`config.mk`:
```
export PLATFORM = sky130hd
export DESIGN_NAME = cnn_accel_ahb_regs
export DESIGN_NICKNAME = d
export VERILOG_FILES = /design/src/rtl/cnn_accel_ahb_regs.sv
export SDC_FILE = /design/constraint.sdc
export NUM_CORES = 1
export LEC_CHECK = 0
export ABC_AREA = 1
export CORE_ASPECT_RATIO = 0.6
export CORE_MARGIN = 4
export CORE_UTILIZATION = 45
export DETAILED_ROUTE_END_ITERATION = 16
export PLACE_DENSITY = 0.82
export SLEW_MARGIN = 40
export SYNTH_ARGS = -nofsm -noshare
export SYNTH_HDL_FRONTEND = slang
export SYNTH_SLANG_ARGS = --single-unit
```
`constraint.sdc`:
```
create_clock -name HCLK -period 3.7 [get_ports HCLK]
set_input_delay 0.74 -clock HCLK [delete_from_list [all_inputs] [get_ports HCLK]]
set_output_delay 0.74 -clock HCLK [all_outputs]
set_load 0.03 [all_outputs]
```
`src/rtl/cnn_accel_ahb_regs.sv`:
```
`default_nettype none
// ============================================================================
// Module   : cnn_accel_ahb_regs
// Brief    : AHB-Lite word register file holding CNN accelerator configuration,
//            start command pulses and sticky done/busy status.
// Revision : 1.0
// ============================================================================
module cnn_accel_ahb_regs #(
  parameter int W_ADDR = 32,
  parameter int W_DATA = 32,
  parameter int N_REGS = 9
) (
  input  logic              HCLK,
  input  logic              HRESETn,
  input  logic              HSEL,
  input  logic              HWRITE,
  input  logic [1:0]        HTRANS,
  input  logic [W_ADDR-1:0] HADDR,
  input  logic [2:0]        HSIZE,
  input  logic              HREADY,
  input  logic [W_DATA-1:0] HWDATA,
  output logic              HREADYOUT,
  output logic [1:0]        HRESP,
  output logic [W_DATA-1:0] HRDATA,
  output logic [31:0]       img_base,
  output logic [24:0]       frame_size,
  output logic [11:0]       width,
  output logic [11:0]       height,
  output logic [11:0]       start_up_delay,
  output logic [11:0]       hsync_delay,
  output logic [19:0]       base_weight,
  output logic [11:0]       base_param,
  output logic [15:0]       layer_cfg,
  output logic              dma_start,
  output logic              layer_start,
  input  logic              dma_done_i,
  input  logic              layer_done_i
);

  localparam logic [3:0] c_REG_IMG_BASE     = 4'h0;
  localparam logic [3:0] c_REG_IMG_LOAD     = 4'h1;
  localparam logic [3:0] c_REG_FRAME_SIZE   = 4'h2;
  localparam logic [3:0] c_REG_WIDTH_HEIGHT = 4'h3;
  localparam logic [3:0] c_REG_DELAY        = 4'h4;
  localparam logic [3:0] c_REG_BASE_ADDR    = 4'h5;
  localparam logic [3:0] c_REG_LAYER_CFG    = 4'h6;
  localparam logic [3:0] c_REG_LAYER_START  = 4'h7;
  localparam logic [3:0] c_REG_LAYER_DONE   = 4'h8;
  localparam logic [4:0] c_N_REGS           = 5'(N_REGS);

  // Address phase decode
  logic        w_addr_acc;
  logic [3:0]  w_addr_idx;
  logic        w_addr_map;
  logic        w_rd_acc;
  logic [31:0] w_wdata;
  logic        w_unused;

  // Data phase pipeline
  logic        r_dp_wr;
  logic [3:0]  r_dp_idx;
  logic        w_wr_en;

  // Stored configuration and command bits
  logic [31:0] r_img_base,     w_img_base_nxt;
  logic [24:0] r_frame_size,   w_frame_size_nxt;
  logic [11:0] r_width,        w_width_nxt;
  logic [11:0] r_height,       w_height_nxt;
  logic [11:0] r_start_up,     w_start_up_nxt;
  logic [11:0] r_hsync,        w_hsync_nxt;
  logic [19:0] r_base_weight,  w_base_weight_nxt;
  logic [11:0] r_base_param,   w_base_param_nxt;
  logic [15:0] r_layer_cfg,    w_layer_cfg_nxt;
  logic        r_dma_cmd,      w_dma_cmd_nxt;
  logic        r_layer_cmd,    w_layer_cmd_nxt;

  // Pulses and status
  logic        r_dma_start;
  logic        r_layer_start;
  logic        r_dma_done;
  logic        r_layer_done;
  logic        r_busy;

  logic [31:0] w_rd_data;
  logic [31:0] r_hrdata;

  assign w_addr_acc = HSEL & HREADY & HTRANS[1];
  assign w_addr_idx = HADDR[5:2];
  assign w_addr_map = (HADDR[W_ADDR-1:6] == '0) && ({1'b0, w_addr_idx} < c_N_REGS);
  assign w_rd_acc   = w_addr_acc & ~HWRITE;
  assign w_wdata    = 32'(HWDATA);
  assign w_unused   = ^{HSIZE, HADDR[1:0], HTRANS[0]};

  // A stalled bus (HREADY low) freezes the pending data phase in place.
  always_ff @(posedge HCLK or negedge HRESETn) begin
    if (!HRESETn) begin
      r_dp_wr  <= 1'b0;
      r_dp_idx <= '0;
    end else if (HREADY) begin
      r_dp_wr  <= w_addr_acc & HWRITE & w_addr_map;
      r_dp_idx <= w_addr_idx;
    end
  end

  assign w_wr_en = r_dp_wr & HREADY;

  // Configuration 0x08-0x18 is frozen while a layer runs.
  always_comb begin
    w_img_base_nxt    = r_img_base;
    w_frame_size_nxt  = r_frame_size;
    w_width_nxt       = r_width;
    w_height_nxt      = r_height;
    w_start_up_nxt    = r_start_up;
    w_hsync_nxt       = r_hsync;
    w_base_weight_nxt = r_base_weight;
    w_base_param_nxt  = r_base_param;
    w_layer_cfg_nxt   = r_layer_cfg;
    w_dma_cmd_nxt     = r_dma_cmd;
    w_layer_cmd_nxt   = r_layer_cmd;
    if (w_wr_en) begin
      case (r_dp_idx)
        c_REG_IMG_BASE:     w_img_base_nxt = w_wdata;
        c_REG_IMG_LOAD:     w_dma_cmd_nxt  = w_wdata[0];
        c_REG_FRAME_SIZE: begin
          if (!r_busy) w_frame_size_nxt = w_wdata[24:0];
        end
        c_REG_WIDTH_HEIGHT: begin
          if (!r_busy) begin
            w_width_nxt  = w_wdata[11:0];
            w_height_nxt = w_wdata[27:16];
          end
        end
        c_REG_DELAY: begin
          if (!r_busy) begin
            w_start_up_nxt = w_wdata[11:0];
            w_hsync_nxt    = w_wdata[23:12];
          end
        end
        c_REG_BASE_ADDR: begin
          if (!r_busy) begin
            w_base_weight_nxt = w_wdata[19:0];
            w_base_param_nxt  = w_wdata[31:20];
          end
        end
        c_REG_LAYER_CFG: begin
          if (!r_busy) w_layer_cfg_nxt = w_wdata[15:0];
        end
        c_REG_LAYER_START:  w_layer_cmd_nxt = w_wdata[0];
        default: ;
      endcase
    end
  end

  always_ff @(posedge HCLK or negedge HRESETn) begin
    if (!HRESETn) begin
      r_img_base    <= '0;
      r_frame_size  <= '0;
      r_width       <= '0;
      r_height      <= '0;
      r_start_up    <= '0;
      r_hsync       <= '0;
      r_base_weight <= '0;
      r_base_param  <= '0;
      r_layer_cfg   <= '0;
      r_dma_cmd     <= 1'b0;
      r_layer_cmd   <= 1'b0;
      r_dma_start   <= 1'b0;
      r_layer_start <= 1'b0;
    end else begin
      r_img_base    <= w_img_base_nxt;
      r_frame_size  <= w_frame_size_nxt;
      r_width       <= w_width_nxt;
      r_height      <= w_height_nxt;
      r_start_up    <= w_start_up_nxt;
      r_hsync       <= w_hsync_nxt;
      r_base_weight <= w_base_weight_nxt;
      r_base_param  <= w_base_param_nxt;
      r_layer_cfg   <= w_layer_cfg_nxt;
      r_dma_cmd     <= w_dma_cmd_nxt;
      r_layer_cmd   <= w_layer_cmd_nxt;
      r_dma_start   <= w_dma_cmd_nxt & ~r_dma_cmd;
      r_layer_start <= w_layer_cmd_nxt & ~r_layer_cmd;
    end
  end

  // An incoming done pulse takes priority over a same-cycle start pulse.
  always_ff @(posedge HCLK or negedge HRESETn) begin
    if (!HRESETn) begin
      r_busy       <= 1'b0;
      r_layer_done <= 1'b0;
      r_dma_done   <= 1'b0;
    end else begin
      if (layer_done_i) begin
        r_busy       <= 1'b0;
        r_layer_done <= 1'b1;
      end else if (r_layer_start) begin
        r_busy       <= 1'b1;
        r_layer_done <= 1'b0;
      end
      if (dma_done_i) begin
        r_dma_done <= 1'b1;
      end else if (r_dma_start) begin
        r_dma_done <= 1'b0;
      end
    end
  end

  // Reading the next-state values lets a read see a write committing this edge.
  always_comb begin
    w_rd_data = '0;
    if (w_addr_map) begin
      case (w_addr_idx)
        c_REG_IMG_BASE:     w_rd_data = w_img_base_nxt;
        c_REG_IMG_LOAD:     w_rd_data = {31'd0, r_dma_done};
        c_REG_FRAME_SIZE:   w_rd_data = {7'd0, w_frame_size_nxt};
        c_REG_WIDTH_HEIGHT: w_rd_data = {4'd0, w_height_nxt, 4'd0, w_width_nxt};
        c_REG_DELAY:        w_rd_data = {8'd0, w_hsync_nxt, w_start_up_nxt};
        c_REG_BASE_ADDR:    w_rd_data = {w_base_param_nxt, w_base_weight_nxt};
        c_REG_LAYER_CFG:    w_rd_data = {16'd0, w_layer_cfg_nxt};
        c_REG_LAYER_DONE:   w_rd_data = {30'd0, r_busy, r_layer_done};
        default:            w_rd_data = '0;
      endcase
    end
  end

  always_ff @(posedge HCLK or negedge HRESETn) begin
    if (!HRESETn) begin
      r_hrdata <= '0;
    end else if (HREADY) begin
      r_hrdata <= w_rd_acc ? w_rd_data : '0;
    end
  end

  assign HREADYOUT      = 1'b1;
  assign HRESP          = 2'b00;
  assign HRDATA         = W_DATA'(r_hrdata);
  assign img_base       = r_img_base;
  assign frame_size     = r_frame_size;
  assign width          = r_width;
  assign height         = r_height;
  assign start_up_delay = r_start_up;
  assign hsync_delay    = r_hsync;
  assign base_weight    = r_base_weight;
  assign base_param     = r_base_param;
  assign layer_cfg      = r_layer_cfg;
  assign dma_start      = r_dma_start;
  assign layer_start    = r_layer_start;

endmodule
`default_nettype wire

```
==> results_dict.tcl, run 1 <==
set metrics [dict create \
    status "complete, no violations" \
    yosysUniqueCellTypes 30 \
    crit_type "in2reg" \
    synth_largest_area_cell "dfrtp_1" \
    timing.rr.start "r_busy$_DFFE_PN0P_" \
    cts_sinks 197 \
    rows 40 \
    synth-main-ff-cell "dfrtp_1" \
    final_area_sq_um 12900 \
    r2r-end "HRDATA[3]$_DFFE_PN0P_" \
    setup_viol 0 \
    synth_top_area_share_pct 53.1 \
    dpl.hpwl_um 24300 \
    synth-seq-cells 197 \
    sw_frac_of_total_pct 25.6 \
    core_area_sq_um 20100 \
    place_inst 1758 \
    die_area_sq_um 23100 \
    clk_pin_slew_ns 0.07 \
    antenna_found_initial 0 \
    cp.required_ns 4.02 \
    reg2reg_depth 12 \
    final_nets 1580 \
    clockPowerShare_pct 45.2 \
    ir_worst_vdd_v 0.000307 \
    max_freq_mhz 353 \
    placed_cell_area_sq_um 12200 \
    finalHoldViolCount 0 \
    ctsHoldBuffers 0 \
    p_seq_share_pct 48.4 \
    grt_pass1_wl_um 52800 \
    ys_async_sr_fraction_pct 100 \
    maxCapViolations 0 \
    final_cells 1790 \
    tightest_slew_ns 0.756 \
    cts_buffer_depth 2 \
    wl_per_cell_um 19.2 \
    avgViaCountPerCell 5.27 \
    htree_levels 4 \
    area_delta_synth_final_pct 38.5 \
    cts_resized 0 \
    cp-end-kind "register" \
    die_w_um 193 \
    rsz0062_at_grt "false" \
    fin_setup_tns_ns 0 \
    finalWirelength_um 34400 \
    die_h_um 119 \
    start_util_pct 46.1 \
    postCtsSetupBuffers 0 \
    critPathLaunch "HREADY" \
    ff2ff_setup_slack_ns 0.92 \
    p_int_w 0.00332 \
    cts_root_buf "clkbuf_16" \
    yosysWarnings 0 \
    powerDensity_nw_per_um2 347 \
    crit_end "HRDATA[24]$_DFFE_PN0P_" \
    cp.arrival_ns 3.16 \
    drive_gt1_share_pct 5.93 \
    grt_usage_pct 29.5 \
    holdCritPathClass "in2async" \
    synth_area_leaders "dfrtp_1 53%, nand2_1 26%, nor2_1 3.9%" \
    io-pin-count 266 \
    drtIter0Drc 1023 \
    maxSlewHeadroom_pct 49.6 \
    post-synth-top-count-cell "nand2_1" \
    portBuffers 256 \
    leakage_nw 6.55 \
    syn-cell-area_sq_um 9280 \
    start_kind "input pin" \
    antenna_left 0 \
    min_period_ns 2.84 \
    cts_made_buffers 17 \
    power.switching_w 0.00114 \
    synth-edff-count 0 \
    power_w 0.00446 \
    diodes 0 \
    grt_overflow 0 \
    combPwrFrac_pct 6.4 \
    vias 9435 \
    avgSynthCellArea_sq_um 7.41 \
    skew_ns 0.0159 \
    syn_inst 1253 \
    drt-pass1-iter-count 5 \
    drv_slew 0 \
    gp_congestion 0.964 \
    grt_pass1_vias 9162 \
    grt_max_degree 124 \
    cp_max_fo 26 \
    period_share_pct 76.7 \
    yosysSeqAreaShare_pct 53.1 \
    drc 0 \
    synthTopCellsByCount "631 x nand2_1, 197 x dfrtp_1, 96 x nor2_1" \
    cts_tree "built" \
    clkLatencyLatePin_ns 0.44 \
]
==> stage by stage <==
| step | utilization, % | hold slack (ns) | setup slack, ns |
|---|---|---|---|
| 2_1_floorplan | - | 0.408 | 1.82 |
| 3_3_place_gp | 60.6 | 0.412 | 0.529 |
| 3_5_place_dp | 60.7 | 0.429 | 0.497 |
| 4_1_cts | 63.9 | 0.324 | 0.920 |
| 5_1_grt | 63.9 | 0.299 | 0.754 |
| 6_report | 63.9 | 0.267 | 0.863 |
==> critical path: stages <==
cell and delay [ns]:
clkdlybuf4s50_1 0.52, nand2_1 0.20, nor2_4 0.29, buf_4 0.26
nand2_2 0.45, nand2_1 0.19, nand2_1 0.08, nand2_1 0.06
o21ai_0 0.11, o21ai_1 0.18, nand2_1 0.07
==> final cells by class <==
cell class | instances | area, sq um
Clock buffer | 18 | 439
Clock inverter | 14 | 206
Sequential cell | 197 | 4930
Fill cell | 1713 | 7270
Timing Repair Buffer | 279 | 2790
Tap cell | 273 | 342
Multi-Input combinational cell | 909 | 3770
Inverter | 100 | 375
==> power groups by stage <==
stage          combinational, W  sequential (W)  clock, W
5_1_grt                0.000308         0.00216   0.00213
3_5_place_dp           0.000280         0.00220         0
3_3_place_gp           0.000276         0.00220         0
6_report               0.000285         0.00216   0.00202
2_1_floorplan         0.0000976         0.00220         0
4_1_cts                0.000282         0.00216   0.00204
==> registers in the layout, summed over array words and instances (netlist names) <==
| register | cells |
|---|---|
| base_param | 12 |
| hsync_delay | 12 |
| start_up_delay | 12 |
| r_dp_idx | 4 |
| r_dma_done | 1 |
| r_busy | 1 |
| dma_start | 1 |
| width | 12 |
| HRDATA | 32 |
| r_dp_wr | 1 |
| base_weight | 20 |
| height | 12 |
| r_layer_done | 1 |
| r_dma_cmd | 1 |
| frame_size | 25 |
| img_base | 32 |
| layer_start | 1 |
| layer_cfg | 16 |
| r_layer_cmd | 1 |
==> cells by family after synthesis <==
family / count (synthesis) / share of synthesized area, %
AO/OA/AOI/OAI: 88 / 5.20
other: 2 / 0.0809
buffers and inverters: 148 / 6.57
flip-flops: 197 / 53.1
AND/OR/NAND/NOR: 818 / 35.0
==> cells in the final DEF, fill, tap and decap left out, types with 18 or more instances in the layout <==
cell	n
clkbuf_16	18
buf_4	20
nand3_1	61
nor2_1	90
nand2_1	631
inv_1	89
o21ai_1	23
clkdlybuf4s50_1	255
dfrtp_1	197
o21ai_0	30
==> metal layers <==
layer / global-route usage (%) / vias to the layer above / wire (um)
li1: - / 4367 / -
met4: 7.60 / 0 / 621
met3: 12.0 / 52 / 4730
met1: 41.7 / 4439 / 14600
met5: 0 / - / 0
met2: 42.3 / 577 / 14400
==> worst min path at each step <==
stage | slack [ns] | cells past startpoint | from | to
floorplan | 0.41 | 1 | r_layer_cmd$_DFF_PN0_ | layer_start$_DFF_PN0_
global placement | 0.41 | 1 | r_layer_cmd$_DFF_PN0_ | layer_start$_DFF_PN0_
detailed placement | 0.43 | 1 | r_layer_cmd$_DFF_PN0_ | layer_start$_DFF_PN0_
CTS | 0.32 | 1 | HRESETn | img_base[6]$_DFF_PN0_
global route | 0.30 | 1 | HRESETn | img_base[6]$_DFF_PN0_
finish | 0.27 | 1 | HRESETn | HRDATA[25]$_DFFE_PN0P_
Power figures use the tool's default switching activity.
==> inputs of run 2 (changes only) <==
--- a/config.mk
+++ b/config.mk
@@ -8,7 +8,7 @@
 export ABC_AREA = 1
 export CORE_ASPECT_RATIO = 0.6
 export CORE_MARGIN = 4
-export CORE_UTILIZATION = 45
+export CORE_UTILIZATION = 43
 export DETAILED_ROUTE_END_ITERATION = 16
 export PLACE_DENSITY = 0.82
 export SLEW_MARGIN = 40
==> constraint.sdc (replaced) <==
create_clock -name HCLK -period 2.35 [get_ports HCLK]
set_input_delay 0.47 -clock HCLK [delete_from_list [all_inputs] [get_ports HCLK]]
set_output_delay 0.47 -clock HCLK [all_outputs]
set_load 0.03 [all_outputs]
==> run 2 against run 1 <==
Cell area up 6.6%. Total power up 55%. Critical endpoint is now HRDATA[6]$_DFFE_PN0P_. First-iteration DRC count up 18%. Clock-buffer cell count unchanged. Hold slack worse by 0.25 ns. Sequential cell count unchanged. Wire length up 3.2%. Die area up 4.4%. Sequential share of layout area down 2.4 points.
==> results_dict.tcl, run 2 (synthesized netlist as in run 1, its figures left out) <==
set metrics [dict create \
    start_util_pct 44.0 \
    clk_pin_slew_ns 0.08 \
    gp_congestion 0.940 \
    p_seq_share_pct 49.2 \
    start_kind "register" \
    grt_util_met2_pct 41.8 \
    drc 0 \
    drive_gt1_share_pct 11.7 \
    core_area_sq_um 21100 \
    area_delta_synth_final_pct 47.6 \
    cts_tree "built" \
    final_nets 1677 \
    die_area_sq_um 24100 \
    crit_type "reg2reg" \
    portBuffers 256 \
    antenna_left 0 \
    grt_overflow 0 \
    finalHoldViolCount 0 \
    powerDensity_nw_per_um2 504 \
    io-pin-count 266 \
    cts_sinks 197 \
    avgViaCountPerCell 5.22 \
    vias 9876 \
    cp.arrival_ns 2.48 \
    power.switching_w 0.00179 \
    grt_max_degree 61 \
    top_usage_layer "met2" \
    reg2reg_depth 13 \
    status "complete, no violations" \
    cts_made_buffers 17 \
    grt_usage_pct 29.2 \
    layout_commonest_cell "nand2_1" \
    combPwrFrac_pct 6.8 \
    grt_pass1_vias 9541 \
    nFillCells 1750 \
    max_freq_mhz 478 \
    clkLatencyLatePin_ns 0.44 \
    cp.required_ns 2.73 \
    rows 41 \
    period_share_pct 89.1 \
    cts_root_buf "clkbuf_16" \
    ctsHoldBuffers 0 \
    maxSlewHeadroom_pct 56.8 \
    maxCapViolations 0 \
    ir_worst_vdd_v 0.000510 \
    antenna_found_initial 0 \
    htree_levels 4 \
    fin_setup_tns_ns 0 \
    rsz0062_at_grt "false" \
    leakage_nw 7.07 \
    drtIter0Drc 1205 \
    min_period_ns 2.09 \
    die_w_um 198 \
    wl_per_cell_um 18.7 \
    diodes 0 \
    sw_frac_of_total_pct 25.9 \
    final_cell_mix "631 x nand2_1, 254 x clkdlybuf4s50_1, 197 x dfrtp_1" \
    setup_slack_ns 0.256 \
    cts_buffer_depth 2 \
    p_int_w 0.00512 \
    ff2ff_setup_slack_ns 0.26 \
    met1_usage_pct 41.7 \
    drv_slew 0 \
    holdCritPathClass "in2async" \
    finalWirelength_um 35500 \
    clockPowerShare_pct 43.9 \
    timing.rr.start "r_busy$_DFFE_PN0P_" \
    setup_viol 0 \
    cp-end-kind "register" \
    die_h_um 122 \
    skew_ns 0.00983 \
    drt-pass1-iter-count 6 \
    grt_pass1_wl_um 53600 \
    cp_max_fo 6 \
    dpl.hpwl_um 26000 \
    r2r-end "HRDATA[6]$_DFFE_PN0P_" \
    grt_use_met3_pct 10.9 \
    dp_worst_setup_slack_ns -0.371 \
    tightest_slew_ns 0.646 \
]
run 2: power groups by stage:
| stage | combinational (W) | sequential (W) | clock [W] |
|---|---|---|---|
| 6_report | 0.000470 | 0.00340 | 0.00303 |
| 3_5_place_dp | 0.000464 | 0.00347 | 0 |
| 3_3_place_gp | 0.000456 | 0.00347 | 0 |
| 4_1_cts | 0.000466 | 0.00340 | 0.00304 |
| 2_1_floorplan | 0.000154 | 0.00347 | 0 |
| 5_1_grt | 0.000508 | 0.00340 | 0.00319 |
run 2: area by class of cell:
| type | instances | area [sq um] | share of cell area [%] |
|---|---|---|---|
| Sequential cell | 197 | 4930 | 36.0 |
| Multi-Input combinational cell | 909 | 3780 | 27.6 |
| Timing Repair Buffer | 376 | 3660 | 26.7 |
| Clock buffer | 18 | 439 | 3.21 |
| Inverter | 100 | 375 | 2.74 |
| Tap cell | 279 | 349 | 2.55 |
| Clock inverter | 14 | 165 | 1.21 |
run 2: worst max path at each step:
| stage | startpoint | end | depth (start not counted) |
|---|---|---|---|
| after floorplan | HREADY | HRDATA[25]$_DFFE_PN0P_ | 11 |
| after global placement | HREADY | HRDATA[2]$_DFFE_PN0P_ | 11 |
| after detailed placement | HREADY | HRDATA[2]$_DFFE_PN0P_ | 11 |
| after CTS | HREADY | HRDATA[2]$_DFFE_PN0P_ | 11 |
| after global routing | r_dp_idx[0]$_DFFE_PN0P_ | HRDATA[9]$_DFFE_PN0P_ | 10 |
| final | r_busy$_DFFE_PN0P_ | HRDATA[6]$_DFFE_PN0P_ | 13 |
run 2: what timing repair did:
action,in CTS,in global routing
buffers inserted,0,2
gates resized for setup,0,3
setup endpoints to repair,0,26
run 2: routing by layer:
layer	up-vias	routed length [um]
li1	4562	-
met1	4608	15300
met2	636	14700
met4	0	782
met5	-	0
met3	70	4740
run 2: per-stage QoR:
step / total power [W] / hold WS, ns / cells / area (sq um) / util (%)
after floorplan: 0.00362 / 0.174 / 1254 / 9280 / -
after global placement: 0.00392 / 0.429 / 1859 / 13100 / 62.0
after detailed placement: 0.00393 / 0.436 / 1859 / 13100 / 62.0
after CTS: 0.00691 / 0.0254 / 1891 / 13700 / 64.9
after global routing: 0.00710 / 0.0450 / 1893 / 13700 / 65.0
final: 0.00690 / 0.0134 / 1893 / 13700 / 65.0
run 2: worst max-delay path, stage by stage (launching register included):
cell and delay, ns:
dfrtp_1 0.39, inv_2 0.15, nand3_1 0.12, buf_4 0.20, nor2_1 0.40, nand2_1 0.13
nand2_1 0.14, nand2_1 0.06, nand2_1 0.06, nor2_1 0.05, buf_4 0.15, nand2_1 0.06
nand2_1 0.05, nand2_1 0.06
==> inputs of run 3 (changes only) <==
--- a/config.mk
+++ b/config.mk
@@ -5,12 +5,12 @@
 export SDC_FILE = /design/constraint.sdc
 export NUM_CORES = 1
 export LEC_CHECK = 0
-export ABC_AREA = 1
 export CORE_ASPECT_RATIO = 0.6
 export CORE_MARGIN = 4
-export CORE_UTILIZATION = 43
+export CORE_UTILIZATION = 44
 export DETAILED_ROUTE_END_ITERATION = 16
-export PLACE_DENSITY = 0.82
+export PLACE_DENSITY = 0.84
+export REMOVE_ABC_BUFFERS = 1
 export SLEW_MARGIN = 40
 export SYNTH_ARGS = -nofsm -noshare
 export SYNTH_HDL_FRONTEND = slang
==> run 3 against run 2 <==
The flow now finishes with violations (negative setup slack). Sequential share of layout area is 0.70 points lower. Largest cell class unchanged. Via count is 6.3% lower. Critical path type is now in2reg. Highest routed layer unchanged. Critical endpoint is now HRDATA[9]$_DFFE_PN0P_. Total power is 1.4% higher. Wire length is 3.5% higher. Clock skew is 0.00065 ns higher. Clock-buffer cell count stayed put. First-iteration DRC count is 16% lower.
==> results_dict.tcl, run 3 <==
set metrics [dict create \
    layout_commonest_cell "clkdlybuf4s50_1" \
    holdCritPathClass "in2async" \
    grt_pass1_vias 9518 \
    syn_inst 843 \
    maxSlewHeadroom_pct 52.5 \
    area_delta_synth_final_pct 49.7 \
    power.switching_w 0.00176 \
    io-pin-count 266 \
    cts_root_buf "clkbuf_16" \
    final_cell_mix "255 x clkdlybuf4s50_1, 195 x dfrtp_1, 149 x buf_4" \
    placed_cell_area_sq_um 13300 \
    period_share_pct 100 \
    ff2ff_setup_slack_ns 0.10 \
    crit_type "in2reg" \
    cp_max_fo 15 \
    synth_largest_area_cell "dfrtp_1" \
    ctsHoldBuffers 0 \
    post-synth-top-count-cell "dfrtp_1" \
    r2r-end "HRDATA[9]$_DFFE_PN0P_" \
    setup_viol 1 \
    crit_path_max_incr_delay_ns 0.53 \
    grt_pass1_wl_um 56000 \
    drt-pass1-iter-count 6 \
    critPathBufInv 3 \
    cts_tree "built" \
    max_freq_mhz 425 \
    crit_family "buffers and inverters" \
    p_int_w 0.00524 \
    antenna_found_initial 0 \
    critPathLaunch "HREADY" \
    die_w_um 196 \
    grt_usage_pct 30.6 \
    setup_slack_ns -0.00539 \
    nFillCells 1523 \
    cp_cell_sequence "clkdlybuf4s50_1 > buf_12 > and4bb_4 > nand2_2 > buf_12 > mux2_2 > a2111oi_0 > a21oi_1" \
    place_inst 1466 \
    timing.critical_path.depth 8 \
    yosysUniqueCellTypes 70 \
    powerDensity_nw_per_um2 501 \
    start_kind "input pin" \
    finalWirelength_um 36700 \
    die_area_sq_um 23700 \
    diodes 0 \
    crit_slowest_cell "a2111oi_0" \
    syn-cell-area_sq_um 9340 \
    maxCapViolations 0 \
    reg2reg_depth 6 \
    vias 9249 \
    grt_overflow 0 \
    yosysWarnings 0 \
    synth-main-ff-cell "dfrtp_1" \
    grt_max_degree 60 \
    drive_gt1_share_pct 26.5 \
    cpMostUsedCell "buf_12" \
    synth-edff-count 0 \
    status "finished, violations left" \
    gp_congestion 0.894 \
    start_util_pct 45.7 \
    timing.rr.start "r_dp_idx[2]$_DFFE_PN0P_" \
    violations "negative setup slack" \
    p_seq_share_pct 48.8 \
    antenna_left 0 \
    synth_area_leaders "dfrtp_1 53%, mux2_2 12%, a21oi_1 3.3%" \
    clkLatencyLatePin_ns 0.44 \
    min_period_ns 2.36 \
    cts_buffer_depth 2 \
    final_cells 1499 \
    tightest_slew_ns 0.712 \
    avgViaCountPerCell 6.17 \
    die_h_um 121 \
    synth-seq-cells 197 \
    final_core_util_pct 68.4 \
    clockPowerShare_pct 42.8 \
    portBuffers 256 \
    rsz0062_at_grt "false" \
    leakage_nw 6.41 \
    sw_frac_of_total_pct 25.1 \
    synthTopCellsByCount "197 x dfrtp_1, 103 x mux2_2, 78 x nand2_1" \
    clk_pin_slew_ns 0.07 \
    drtIter0Drc 1009 \
    ir_worst_vdd_v 0.000594 \
    synth_top_area_share_pct 52.8 \
    final_area_sq_um 14000 \
    rows 40 \
    wl_per_cell_um 24.5 \
    final_nets 1289 \
    crit_end "HRDATA[9]$_DFFE_PN0P_" \
    cts_made_buffers 17 \
    htree_levels 4 \
    cts_sinks 197 \
    core_area_sq_um 20400 \
    dpl.hpwl_um 26700 \
    cp.arrival_ns 2.65 \
    ys_async_sr_fraction_pct 100 \
    cp-end-kind "register" \
    finalHoldViolCount 0 \
    drv_slew 0 \
    cp.required_ns 2.65 \
    yosysSeqAreaShare_pct 52.8 \
    skew_ns 0.0105 \
    combPwrFrac_pct 8.4 \
    avgSynthCellArea_sq_um 11.1 \
    drc 0 \
]
run 3: changes by cell type after synthesis, sizes merged, moves of 10 or more:
cell | previous run | this run
a21oi | 13 | 62
a22oi | 0 | 16
a31oi | 0 | 19
buf | 28 | 38
clkbuf | 20 | 31
inv | 97 | 5
mux2 | 0 | 106
nand2 | 638 | 82
nand3 | 62 | 35
nand4 | 4 | 28
nor2 | 105 | 14
nor2b | 0 | 13
nor4 | 0 | 10
o22ai | 13 | 0
run 3: worst min-delay path by stage:
stage / from / endpoint / slack [ns] / cells past startpoint
3_3_place_gp: r_dma_cmd$_DFF_PN0_ / dma_start$_DFF_PN0_ / 0.42 / 1
4_1_cts: HRESETn / img_base[2]$_DFF_PN0_ / 0.02 / 1
6_report: HRESETn / img_base[2]$_DFF_PN0_ / 0.02 / 1
2_1_floorplan: HRESETn / HRDATA[0]$_DFFE_PN0P_ / 0.17 / 0
5_1_grt: HRESETn / img_base[2]$_DFF_PN0_ / 0.03 / 1
3_5_place_dp: r_dma_cmd$_DFF_PN0_ / dma_start$_DFF_PN0_ / 0.43 / 1
run 3: power groups by stage:
stage	logic, W	clock network, W	registers (W)
CTS	0.000577	0.00303	0.00341
finish	0.000588	0.00300	0.00341
floorplan	0.000117	0	0.00348
detailed placement	0.000572	0	0.00348
global placement	0.000563	0	0.00348
global route	0.000623	0.00315	0.00342
run 3: final cells by class:
class	count	area, sq um	share of cell area (%)
multi-input cells	572	4120	29.4
flip-flops and latches	197	4930	35.3
clock inverters	14	169	1.21
inverters	6	22.5	0.161
clock buffers	18	429	3.07
well taps	273	342	2.44
repair buffers	419	3970	28.4
run 3: routing by layer:
metal	up-vias	GRT usage, %	share of wire, %
li1	3924	-	-
met5	-	0	0
met3	78	10.3	13
met2	659	46.1	44
met1	4588	42.6	41
met4	0	7.98	2.0
run 3: stage by stage:
| stage | hold slack, ns | setup WS [ns] | TNS (ns) | total power, W |
|---|---|---|---|---|
| 4_1_cts | 0.0231 | 0.0428 | 0 | 0.00702 |
| 5_1_grt | 0.0293 | 0.00366 | 0 | 0.00719 |
| 3_5_place_dp | 0.426 | -0.479 | -9.98 | 0.00405 |
| 6_report | 0.0152 | -0.00539 | -0.00539 | 0.00700 |
| 2_1_floorplan | 0.174 | -1.11 | -26.16 | 0.00360 |
| 3_3_place_gp | 0.420 | -0.418 | -8.93 | 0.00404 |
run 3: kinds of logic after synthesis:
family | after synthesis | synth area share [%]
other | 2 | 0.0804
muxes | 106 | 12.9
buffers and inverters | 75 | 3.81
xor gates and xnor gates | 1 | 0.0938
and+or+nand+nor | 241 | 14.9
AOI/OAI and AO/OA | 221 | 15.5
DFF | 197 | 52.8
run 3: timing repair:
action                     CTS  global route
setup endpoints to repair    1             8
pin swaps                    0             0
setup buffers                0             1
resized for setup            1            12
